## src/rtl/ras_restorable_pkg.sv

```systemverilog
// Shared types and constants for the fetch-predictor return address stack.
// Holds the default geometry, the overflow policy encodings and the
// per-cycle operation decode used by the stack core.
package ras_restorable_pkg;

    // Default geometry. The module re-derives the widths from its own
    // parameters, so these are the values used when nothing is overridden.
    localparam int RAS_ENTRIES      = 8;
    localparam int RAS_INDEX_WIDTH  = $clog2(RAS_ENTRIES);
    localparam int RAS_TARGET_WIDTH = 31;
    localparam int RAS_COUNT_WIDTH  = $clog2(RAS_ENTRIES + 1);

    // Behaviour of a push that arrives while the stack is full.
    localparam int RAS_OVERFLOW_WRAP = 0;  // overwrite the oldest entry
    localparam int RAS_OVERFLOW_DROP = 1;  // discard the push

    // One operation is performed per cycle. A restore from the update path
    // dominates; a simultaneous call+return replaces the top entry in place.
    typedef enum logic [2:0] {
        RAS_OP_IDLE    = 3'd0,
        RAS_OP_PUSH    = 3'd1,
        RAS_OP_POP     = 3'd2,
        RAS_OP_REPLACE = 3'd3,
        RAS_OP_RESTORE = 3'd4
    } ras_op_e;

    // Collapse the three request strobes into the single operation taken.
    function automatic ras_op_e ras_decode(
        input logic update_valid,
        input logic link_valid,
        input logic ret_valid
    );
        ras_op_e op;
        if (update_valid) begin
            op = RAS_OP_RESTORE;
        end else if (link_valid && ret_valid) begin
            op = RAS_OP_REPLACE;
        end else if (link_valid) begin
            op = RAS_OP_PUSH;
        end else if (ret_valid) begin
            op = RAS_OP_POP;
        end else begin
            op = RAS_OP_IDLE;
        end
        return op;
    endfunction

endpackage

```

## src/rtl/ras_restorable.sv

```systemverilog
// Return address stack with checkpoint/restore for the fetch predictor.
// Calls push their link target, returns read the top entry and pop it.
// The pointer and occupancy are exported so predict metadata can carry them
// and the update path can reload both after a mispredict.
//
// Request semantics: link_valid, ret_valid and update_valid are single-cycle
// strobes with no back-pressure; every asserted strobe is consumed on the
// next rising CLK edge. update_valid wins over link/ret in the same cycle.
module ras_restorable #(
    parameter int RAS_ENTRIES       = ras_restorable_pkg::RAS_ENTRIES,
    parameter int RAS_TARGET_WIDTH  = ras_restorable_pkg::RAS_TARGET_WIDTH,
    parameter int RAS_OVERFLOW_MODE = ras_restorable_pkg::RAS_OVERFLOW_WRAP,
    localparam int RAS_INDEX_WIDTH  = $clog2(RAS_ENTRIES),
    localparam int RAS_COUNT_WIDTH  = $clog2(RAS_ENTRIES + 1)
) (
    input  logic                        CLK,
    input  logic                        RST,
    input  logic                        link_valid,
    input  logic [RAS_TARGET_WIDTH-1:0] link_target,
    input  logic                        ret_valid,
    output logic [RAS_TARGET_WIDTH-1:0] ret_target,
    output logic                        ret_target_valid,
    output logic [RAS_INDEX_WIDTH-1:0]  ras_index,
    output logic [RAS_COUNT_WIDTH-1:0]  ras_count,
    output logic                        overflow_event,
    input  logic                        update_valid,
    input  logic [RAS_INDEX_WIDTH-1:0]  update_ras_index,
    input  logic [RAS_COUNT_WIDTH-1:0]  update_ras_count
);

    import ras_restorable_pkg::*;

    localparam logic [RAS_COUNT_WIDTH-1:0] COUNT_FULL = RAS_COUNT_WIDTH'(RAS_ENTRIES);
    localparam logic [RAS_COUNT_WIDTH-1:0] COUNT_ONE  = RAS_COUNT_WIDTH'(1);
    localparam logic [RAS_INDEX_WIDTH-1:0] INDEX_ONE  = RAS_INDEX_WIDTH'(1);
    localparam bit   WRAP_ON_FULL = (RAS_OVERFLOW_MODE == RAS_OVERFLOW_WRAP);

    // Architectural state: entry array, top pointer, occupancy.
    logic [RAS_TARGET_WIDTH-1:0] entries [RAS_ENTRIES];
    logic [RAS_INDEX_WIDTH-1:0]  ptr;
    logic [RAS_COUNT_WIDTH-1:0]  count;

    // Next-state and write-port signals.
    logic [RAS_INDEX_WIDTH-1:0]  ptr_next;
    logic [RAS_COUNT_WIDTH-1:0]  count_next;
    logic [RAS_INDEX_WIDTH-1:0]  ptr_inc;
    logic [RAS_INDEX_WIDTH-1:0]  ptr_dec;
    logic [RAS_COUNT_WIDTH-1:0]  restore_count;
    logic                        wr_en;
    logic [RAS_INDEX_WIDTH-1:0]  wr_index;
    logic                        full;
    logic                        empty;
    ras_op_e                     op;

    assign op    = ras_decode(update_valid, link_valid, ret_valid);
    assign full  = (count == COUNT_FULL);
    assign empty = (count == '0);

    // Modulo-N pointer movement falls out of the index width truncation.
    assign ptr_inc = ptr + INDEX_ONE;
    assign ptr_dec = ptr - INDEX_ONE;

    // A checkpoint can carry any count encoding; never exceed the depth.
    assign restore_count = (update_ras_count > COUNT_FULL) ? COUNT_FULL : update_ras_count;

    // Work out the pointer/count update and the single entry write per cycle.
    always_comb begin
        ptr_next   = ptr;
        count_next = count;
        wr_en      = 1'b0;
        wr_index   = ptr;
        unique case (op)
            RAS_OP_RESTORE: begin
                // Entries are left as they are; only the view is rewound.
                ptr_next   = update_ras_index;
                count_next = restore_count;
            end
            RAS_OP_REPLACE: begin
                // Call and return together: overwrite the top in place.
                wr_en    = 1'b1;
                wr_index = ptr;
                if (empty) begin
                    count_next = COUNT_ONE;
                end
            end
            RAS_OP_PUSH: begin
                if (!full) begin
                    ptr_next   = ptr_inc;
                    count_next = count + COUNT_ONE;
                    wr_en      = 1'b1;
                    wr_index   = ptr_inc;
                end else if (WRAP_ON_FULL) begin
                    // Advancing onto the oldest slot overwrites it; depth stays N.
                    ptr_next = ptr_inc;
                    wr_en    = 1'b1;
                    wr_index = ptr_inc;
                end
            end
            RAS_OP_POP: begin
                // An empty stack ignores the pop and keeps its pointer.
                if (!empty) begin
                    ptr_next   = ptr_dec;
                    count_next = count - COUNT_ONE;
                end
            end
            default: begin
            end
        endcase
    end

    // Top pointer and occupancy registers.
    always_ff @(posedge CLK or posedge RST) begin
        if (RST) begin
            ptr   <= '0;
            count <= '0;
        end else begin
            ptr   <= ptr_next;
            count <= count_next;
        end
    end

    // Entry register file, one write port.
    always_ff @(posedge CLK or posedge RST) begin
        if (RST) begin
            for (int i = 0; i < RAS_ENTRIES; i++) begin
                entries[i] <= '0;
            end
        end else if (wr_en) begin
            entries[wr_index] <= link_target;
        end
    end

    // State-derived outputs; overflow is the only one that looks at inputs.
    assign ret_target       = entries[ptr];
    assign ret_target_valid = !empty;
    assign ras_index        = ptr;
    assign ras_count        = count;
    assign overflow_event   = (op == RAS_OP_PUSH) && full;

endmodule

```

## config.mk

```make
export PLATFORM = sky130hd
export DESIGN_NAME = ras_restorable
export DESIGN_NICKNAME = d
export VERILOG_FILES = /design/src/rtl/ras_restorable_pkg.sv /design/src/rtl/ras_restorable.sv
export SDC_FILE = /design/constraint.sdc
export NUM_CORES = 1
export LEC_CHECK = 0
export CORE_MARGIN = 1.5
export CORE_UTILIZATION = 32
export CTS_CLUSTER_DIAMETER = 40
export CTS_CLUSTER_SIZE = 28
export DETAILED_ROUTE_END_ITERATION = 8
export DONT_BUFFER_PORTS = 1
export SLEW_MARGIN = 15
export SYNTH_ARGS = -nofsm -noshare
export SYNTH_HDL_FRONTEND = slang
export SYNTH_SLANG_ARGS = --single-unit
```

## constraint.sdc

```tcl
create_clock -name CLK -period 9.7 [get_ports CLK]
set_input_delay 1.94 -clock CLK [delete_from_list [all_inputs] [get_ports CLK]]
set_output_delay 1.94 -clock CLK [all_outputs]
set_load 0.05 [all_outputs]
```

==> flow_metrics.py <==
metrics = {
    "floorplanning": {
        "die-area_mm2": 0.03797,
        "num_rows": 70,
        "core_mm2": 0.03643,
        "ios": 83,
        "die_h_um": 194.9,
        "start_util_pct": 32.33,
        "die_x_um": 194.9,
    },
    "sta": {
        "finalCritPeriodShare_pct": 52.56,
        "setup_tns_ps": 0,
        "fmax_mhz": 196.2,
        "worst_pin_slew_ps": 1032,
        "rsz0062_at_grt": "false",
        "fin_skew_ps": 18.25,
        "fin_ws_ps": 4602,
        "setup_violations": 0,
        "drv_slew": 0,
        "timing.hold.ws_ps": 484.9,
        "period_minus_slack_ps": 5098,
        "slew_headroom_pct": 30.97,
        "hold_viol": 0,
    },
    "placed_design": {
        "io_buffers": 0,
        "gp_congestion": 0.7445,
        "pre_cts_ws_ps": 4612,
        "dpl.hpwl_um": 14570,
    },
    "clock_network": {
        "numClockSinks": 255,
        "root_buffer": "clkbuf_16",
        "clk_latency_ps": 500,
        "cts.clk_slew.worst_paths_ps": 60,
        "cts_buffer_depth": 3,
        "cts_buffers": 36,
        "cts_tree": "built",
        "cts_hold_repair.buffers": 0,
        "post_cts_buffers": 0,
        "cts_htree_levels": 2,
        "ctsResizeCount": 0,
    },
    "synthesis": {
        "yosysMostFrequentCell": "mux2_2",
        "yosys-top-cells-count": "mux2_2, dfrtp_1, mux4_2",
        "synth_top_family_by_area": "multiplexers",
        "syn_inst": 726,
        "yosys.area_share.simple_pct": 2.156,
        "yosysWarnings": 0,
        "synth_xor_xnor_area_share_pct": 0.3080,
        "synth.avg_cell_area_um2": 16.23,
        "ys_seq_area_share_pct": 54.17,
        "synth_cell_types": 43,
        "synthesis.area_mm2": 0.01178,
        "synth_adder_area_share_pct": 0.7010,
        "synth_top_area_share_pct": 54.17,
        "synth_edf_count": 0,
        "synth_area_leader_cell": "dfrtp_1",
        "synth_compound_area_share_pct": 1.529,
        "async_flop_share_pct": 100.0,
        "yosys_register_bits": 255,
        "synthFlopType": "dfrtp_1",
        "synth.area.mux_share_pct": 39.08,
        "syn_nets": 775,
        "synth_area_leaders": "dfrtp_1, mux2_2, mux4_2",
    },
    "power_and_ir_drop": {
        "total_power_mw": 4.837,
        "p_int_mw": 3.232,
        "p_per_area_mw_per_mm2": 356.7,
        "netSwitchingFraction_pct": 33.19,
        "leakage_nw": 5.702,
        "power_frac_comb_pct": 33.4,
        "p_clk_share_pct": 27.9,
        "irDropWorstVdd_v": 0.0001135,
        "switchingPower_mw": 1.605,
        "p_seq_share_pct": 38.7,
    },
    "global_routing": {
        "grt_pass1_wl_um": 41120,
        "grt_pass1_vias": 6793,
        "grt_max_degree": 159,
        "grt_usage_pct": 13.95,
        "antenna_found_initial": 0,
        "grt_remaining_overflow": 0,
    },
    "layout": {
        "antennaDiodeCount": 0,
        "nets": 781,
        "layout-drive-gt1-share_pct": 54.75,
        "area_growth_pct": 15.13,
        "final_util_pct": 37.22,
    },
    "drt": {
        "vias": 6288,
        "first_iter_violations": 248,
        "vias_per_cell": 5.129,
        "ant_nets": 0,
        "wl_um": 25680,
        "wl_per_cell_um": 20.95,
        "remaining_drc_errors": 0,
        "firstDrtPassIters": 4,
    },
    "worst_setup_path": {
        "crit_chain": "buf_4, mux4_2, mux2_2",
        "cpMaxStageDelayCell": "dfrtp_4",
        "worstSetupStartpointType": "register",
        "worst_ep_required_time_ps": 7760,
        "crit_arrival_ps": 3160,
        "critical_path_class": "reg2out",
        "critPathCaptureType": "output pin",
        "slowest_delay_ps": 800,
        "cp_max_fo": 36,
    },
    "status": {
        "status": "complete, no violations",
    },
    "job": {
        "cap_violations": 0,
    },
    "min_path": {
        "hold_path.class": "reg2reg",
    },
}
[power groups by stage]
| stage | Clock, mW | Sequential, mW | Combinational, mW |
|---|---|---|---|
| 2_1_floorplan | 0 | 1.78 | 1.46 |
| 3_5_place_dp | 0 | 1.89 | 1.65 |
| 4_1_cts | 1.39 | 1.88 | 1.65 |
| 6_report | 1.35 | 1.87 | 1.62 |
| 5_1_grt | 1.44 | 1.95 | 1.73 |
| 3_3_place_gp | 0 | 1.88 | 1.62 |
[kinds of logic after synthesis]
| group | after synthesis |
|---|---|
| AO/OA/AOI/OAI | 25 |
| XOR/XNOR | 2 |
| adder cells (fa/ha/maj) | 6 |
| buffers and inverters | 53 |
| flip-flops | 255 |
| multiplexers | 347 |
| AND/OR/NAND/NOR | 38 |
[layer usage]
metal | routed length (µm) | global-route usage (%) | vias up | share of wire (%)
met5 | 0 | 0 | - | 0
met4 | 431 | 3.474 | 0 | 1.7
met3 | 1663 | 4.286 | 33 | 6.5
met2 | 12140 | 22.21 | 104 | 47
met1 | 11450 | 18.56 | 3387 | 45
li1 | - | - | 2764 | -
[critical path, delay by kind of cell, from the launching register on]
kind / cells / cell delay (ps)
flip-flops: 1 / 800
multiplexers: 2 / 1030
buffers and inverters: 1 / 770
[worst paths after layout]
kind                                   start             to  slack [ps]  cells past startpoint
worst min-delay path            entries[137]   entries[137]         480                      1
worst min register to register  entries[137]   entries[137]         480                      1
worst max-delay path            ras_index[0]  ret_target[2]        4600                      3
min in group asynchronous                RST     entries[7]        1390                      1
worst max register to register  ras_index[0]    entries[92]        5340                      7
max in group asynchronous                RST   ras_count[2]        7010                      2
[sequential cells by signal, indices dropped and copies added (netlist names)]
| register | cells |
|---|---|
| ras_count | 4 |
| ras_index | 3 |
| entries | 248 |
[area by class of cell]
cell class	count	area [µm²]
clock buffer	41	950.9
clock inverter	23	296.5
fill	3415	22870
inverter	8	37.54
multi-input combinational	418	5191
sequential	255	6390
tap	468	585.6
timing repair buffer	13	110.1
[placed cells by master, fill, tap and decap left out, types with 5 or more instances in the layout]
| cell | Yosys | layout |
|---|---|---|
| inv_6 | 0 | 6 |
| dfrtp_1 | 255 | 252 |
| nor2b_1 | 7 | 7 |
| clkinvlp_4 | 0 | 5 |
| buf_4 | 0 | 12 |
| mux4_2 | 62 | 62 |
| ha_1 | 5 | 5 |
| clkbuf_16 | 0 | 37 |
| mux2_2 | 265 | 265 |
| a21oi_1 | 5 | 5 |
| inv_1 | 8 | 7 |
| bufinv_16 | 0 | 5 |
| mux2_1 | 18 | 18 |
[metrics by stage]
step | cells | instance area [µm²]
6_report | 1226 | 13560
2_1_floorplan | 726 | 11780
3_5_place_dp | 1162 | 12310
3_3_place_gp | 1162 | 12310
4_1_cts | 1226 | 13560
5_1_grt | 1226 | 13560
No activity file was read; power rests on OpenSTA's default activity.
==> RTL edit 1 (same flow settings) <==
Make the reset (`RST`) synchronous in 2 clocked blocks.
--- a/src/rtl/ras_restorable.sv
+++ b/src/rtl/ras_restorable.sv
@@ -111,3 +111,3 @@
     // Top pointer and occupancy registers.
-    always_ff @(posedge CLK or posedge RST) begin
+    always_ff @(posedge CLK) begin
         if (RST) begin
@@ -122,3 +122,3 @@
     // Entry register file, one write port.
-    always_ff @(posedge CLK or posedge RST) begin
+    always_ff @(posedge CLK) begin
         if (RST) begin
Check against the original RTL: not equivalent (Yosys sat finds a counterexample within 4 cycles, from zero or initial values and one cycle with RST high; the reset may be asserted at any time).
==> RTL edit 1 against the original RTL <==
Final cell count grew 0.24%; hold slack improved by 0.30 ns; sequential cell count rose by 3; cell area is 1.0% lower; utilization shrank 0.47 points; via count fell by 5.2%; register-to-register slack better by 0.90 ns; worst setup slack improved by 0.11 ns; clock skew is 0.00053 ns higher; wire length grew 1.5%; area after synthesis grew 0.72%; largest cell class unchanged.
Power is not compared: it rests on default switching activity, and its combinational part moved more than twofold at a synthesized area within 25%.
==> RTL edit 1: results (changes against the original RTL) <==
[power]
power.leakage_nw = 4.80
irDropWorstVdd_uv = 123

[grt]
grt_use_total_pct = 13.9  ; about the same
grt_pass1_wl_um = 39500  ; was 41,100 um
grt_max_degree = 63  ; was 159
grt_pass1_vias = 6312  ; was 6,793
antenna_found_initial = 0  ; unchanged

[routing]
first_iter_violations = 368  ; was 248
routed-via-count = 5959  ; was 6,288
routed_wl_um = 26100  ; was 25,700 um
first_pass_iters = 4  ; unchanged

[logic_synthesis]
ys.warnings.count = 0  ; unchanged
seq_area_frac_synth_pct = 64.5  ; was 54.2%
synth_common_cells = and2_1 (248), edfxtp_1 (248), mux4_2 (63), mux2_2 (32), clkbuf_2 (24)  ; was mux2_2 (265), dfrtp_1 (255), mux4_2 (62), buf_2 (35), mux2_1 (18)
synth_nets = 783  ; was 775
synth.area.top_cells = edfxtp_1 (63%), and2_1 (13%), mux4_2 (12%)  ; was dfrtp_1 (54%), mux2_2 (25%), mux4_2 (12%)
ys_types = 50  ; was 43
synth-edff-count = 248  ; was 0
async_flop_share_pct = 0  ; was 100%

[clock_tree]
post-cts-setup-buffers = 0  ; unchanged
cts_buffer_depth = 3  ; unchanged
clock_latency_ns = 0.50  ; about the same
cts_made_buffers = 35  ; was 36
clk_pin_slew_ns = 0.05
cts-root-buf = clkbuf_16  ; unchanged
cts-htree-levels = 2  ; unchanged
cts_resized = 0  ; unchanged

[setup_path]
cp_max_fo = 36  ; unchanged
critical_path_arrival_ns = 3.05  ; was 3.16 ns

[layout]
regMostFlops = entries  ; unchanged
nets = 785  ; was 781
diodes = 0  ; unchanged
drive_above_1_share_pct = 23.8  ; was 54.7%
largest_reg_flops = 248  ; unchanged
num-fill-cells = 3385  ; was 3,415

[place]
gp_congestion = 0.739  ; was 0.745
dpl.hpwl_um = 15000  ; was 14,600 um
port_buffers = 0  ; unchanged

[timing]
finClkSkew_ns = 0.0188  ; was 0.0183 ns
tightestPinTransition_ns = 0.947  ; was 1.03 ns

[outcome]
run_status = complete, no violations  ; unchanged

[min_path]
hp-class = reg -> reg  ; unchanged

RTL edit 1: changes by cell type after synthesis, sizes merged, moves of 10 or more:
cell and change:
and2 +248, buf -29, clkbuf +29, dfrtp -255
dfxtp +10, edfxtp +248, mux2 -251
RTL edit 1: metal layers:
| metal | track usage, % | part of all wire [%] | up-vias | routed length [um] |
|---|---|---|---|---|
| li1 | - | - | 2764 | - |
| met1 | 17.7 | 43 | 3034 | 11300 |
| met2 | 24.0 | 50 | 126 | 13000 |
| met3 | 3.44 | 5.4 | 35 | 1410 |
| met4 | 2.90 | 1.4 | 0 | 369 |
| met5 | 0 | 0 | - | 0 |
RTL edit 1: worst paths after layout:
| check | startpoint | end | slack [ns] | cells past startpoint |
|---|---|---|---|---|
| max | flip-flop | ret_target[9] | 4.71 | 3 |
| min | ras_index[0] | flip-flop | 0.78 | 2 |
| max reg2reg | ras_index[0] | entries[3][11] | 6.24 | 6 |
| min reg2reg | ras_index[0] | flip-flop | 0.78 | 2 |
RTL edit 1: where the power goes:
group	switching (mW)	internal, mW
sequential	0.0365	1.27
combinational	0.180	0.0913
clock	0.459	0.701
RTL edit 1: logic make-up (layout without fill, tap and decap cells):
logic type | count (synthesis) | in the layout | synth area share [%]
and+or+nand+nor | 291 | 291 | 15.6
DFF | 258 | 258 | 64.5
muxes | 96 | 96 | 15.1
buffers and inverters | 51 | 78 | 1.95
AOI/OAI and AO/OA | 28 | 28 | 1.82
adders and majority gates | 6 | 6 | 0.696
xor gates and xnor gates | 4 | 4 | 0.422
RTL edit 1: per-stage QoR:
step	power (mW)	area (um^2)	instances	setup slack, ns	hold slack, ns
after floorplan	1.54	11900	734	5.05	0.715
after global placement	1.60	12400	1167	4.95	0.765
after detailed placement	1.61	12400	1167	4.96	0.777
after CTS	2.77	13400	1229	4.60	0.783
after global routing	2.83	13400	1229	4.48	0.798
final	2.74	13400	1229	4.71	0.781
RTL edit 1: final cells by class:
class	count	area, um^2	area share [%]
Sequential cell	258	7650	57.0
Multi-Input combinational cell	425	4040	30.1
Clock buffer	44	920	6.85
Tap cell	468	586	4.36
Clock inverter	18	130	0.969
Timing Repair Buffer	10	75.1	0.559
Inverter	6	22.5	0.168
RTL edit 1: critical path, cell delays in order (launching register included):
cell	delay, ns
dfxtp_4	0.73
buf_4	0.73
mux4_2	0.63
mux2_2	0.42
==> RTL edit 2 (config.mk and constraints unchanged) <==
Made on the original files. Set the package constant `RAS_TARGET_WIDTH` to 62 (it was 31).
--- a/src/rtl/ras_restorable_pkg.sv
+++ b/src/rtl/ras_restorable_pkg.sv
@@ -9,3 +9,3 @@
     localparam int RAS_INDEX_WIDTH  = $clog2(RAS_ENTRIES);
-    localparam int RAS_TARGET_WIDTH = 31;
+    localparam int RAS_TARGET_WIDTH = 62;
     localparam int RAS_COUNT_WIDTH  = $clog2(RAS_ENTRIES + 1);
Ports: changed (resized link_target and ret_target); port bits go from 83 to 145. No check against the original RTL was run, so the function may have changed too.
==> RTL edit 2 against the original RTL <==
Hold slack worse by 0.0061 ns; clock skew rose by 0.0030 ns; highest routed layer unchanged; area after synthesis is 94% higher; total power grew 97%; sequential cell count rose by 248; global-route usage up 1.1 points; cell area is 98% higher; wire length rose by 110%; worst setup slack worse by 0.080 ns.
==> RTL edit 2: results (changes against the original RTL) <==
[grt]
grt_pass1_wl_um = 85200  ; was 41,100 um
grt_pass1_vias = 14100  ; was 6,793
antenna_found_initial = 1  ; was 0
grt_max_degree = 194  ; was 159

[logic_synthesis]
seq_area_frac_synth_pct = 55.0  ; was 54.2%
syn_inst = 1492  ; was 726
synth.area.top_cells = dfrtp_1 (55%), mux2_2 (23%), mux4_2 (12%)  ; was dfrtp_1 (54%), mux2_2 (25%), mux4_2 (12%)

[routing]
routed_wl_um = 53700  ; was 25,700 um
first_iter_violations = 612  ; was 248
wl_met3_um = 3230  ; was 1660 um
viasPerCell = 5.02  ; was 5.13

[timing]
setup_slack_ns = 4.52  ; was 4.60 ns
maxSlewHeadroom_pct = 25.9  ; was 31.0%
timing.hold.ws_ns = 0.479  ; was 0.485 ns
finClkSkew_ns = 0.0212  ; was 0.0183 ns

[outcome]
run_status = complete, no violations  ; unchanged

[place]
dp_cells = 2361  ; was 1,162
dpl.hpwl_um = 29900  ; was 14,600 um

[power]
power.leakage_nw = 11.5  ; was 5.70 nW
power.internal_mw = 6.53  ; was 3.23 mW

[setup_path]
critPathMaxStageDelay_ns = 0.87  ; was 0.80 ns
r2r_slack_ns = 5.50  ; was 5.34 ns

[layout]
multi_input_area_um2 = 9740  ; was 5190 um^2
drive_above_1_share_pct = 49.4  ; was 54.7%

[clock_tree]
clock_latency_ns = 0.62  ; was 0.50 ns
cts_made_buffers = 86  ; was 36

-- RTL edit 2: changes by cell type after synthesis, moves of 4 or more --
cell,before,now
buf_6,0,24
nor3_2,4,0
mux2_1,18,33
nor3_4,0,4
buf_2,35,29
nor2b_1,7,3
nor2_1,1,7
nand2_1,2,192
clkbuf_1,7,36
mux2_2,265,466
dfrtp_1,255,503
mux4_2,62,124
-- RTL edit 2: logic make-up (layout without fill, tap and decap cells) --
family	count (synthesis)	after routing	share of synthesized area [%]
adders and majority gates	6	6	0.361
muxes	625	625	36.9
buffers and inverters	101	193	2.60
DFF	503	503	55.0
and+or+nand+nor	230	230	4.30
AOI/OAI and AO/OA	23	23	0.722
xor gates and xnor gates	4	4	0.153
-- RTL edit 2: power groups by stage --
stage          Combinational, mW  Clock, mW  Sequential [mW]
6_report                    2.69       3.18             3.66
3_5_place_dp                2.73          0             3.70
3_3_place_gp                2.66          0             3.62
5_1_grt                     2.89       3.37             3.80
4_1_cts                     2.74       3.26             3.67
2_1_floorplan               2.41          0             3.51
-- RTL edit 2: final cells by class --
class                   count  area share, %
clock buffers             103           8.57
clock inverters            59           2.94
inverters                   8          0.126
multi-input cells         888           36.2
flip-flops and latches    503           46.8
well taps                 940           4.37
repair buffers             23          0.949
-- RTL edit 2: path summary, 6_finish.rpt --
path,startpoint,endpoint,cells after the start
min in group asynchronous,RST,entries[67],2
max,ras_index[1],ret_target[48],4
min reg2reg,entries[82],entries[82],1
max reg2reg,ras_index[2],entries[100],7
max in group asynchronous,RST,ras_index[1],4
min,entries[82],entries[82],1
-- RTL edit 2: layer usage --
layer	GRT usage (%)	up-vias
li1	-	5528
met1	20.1	6846
met2	23.6	222
met3	4.61	70
met4	3.87	0
met5	0	-
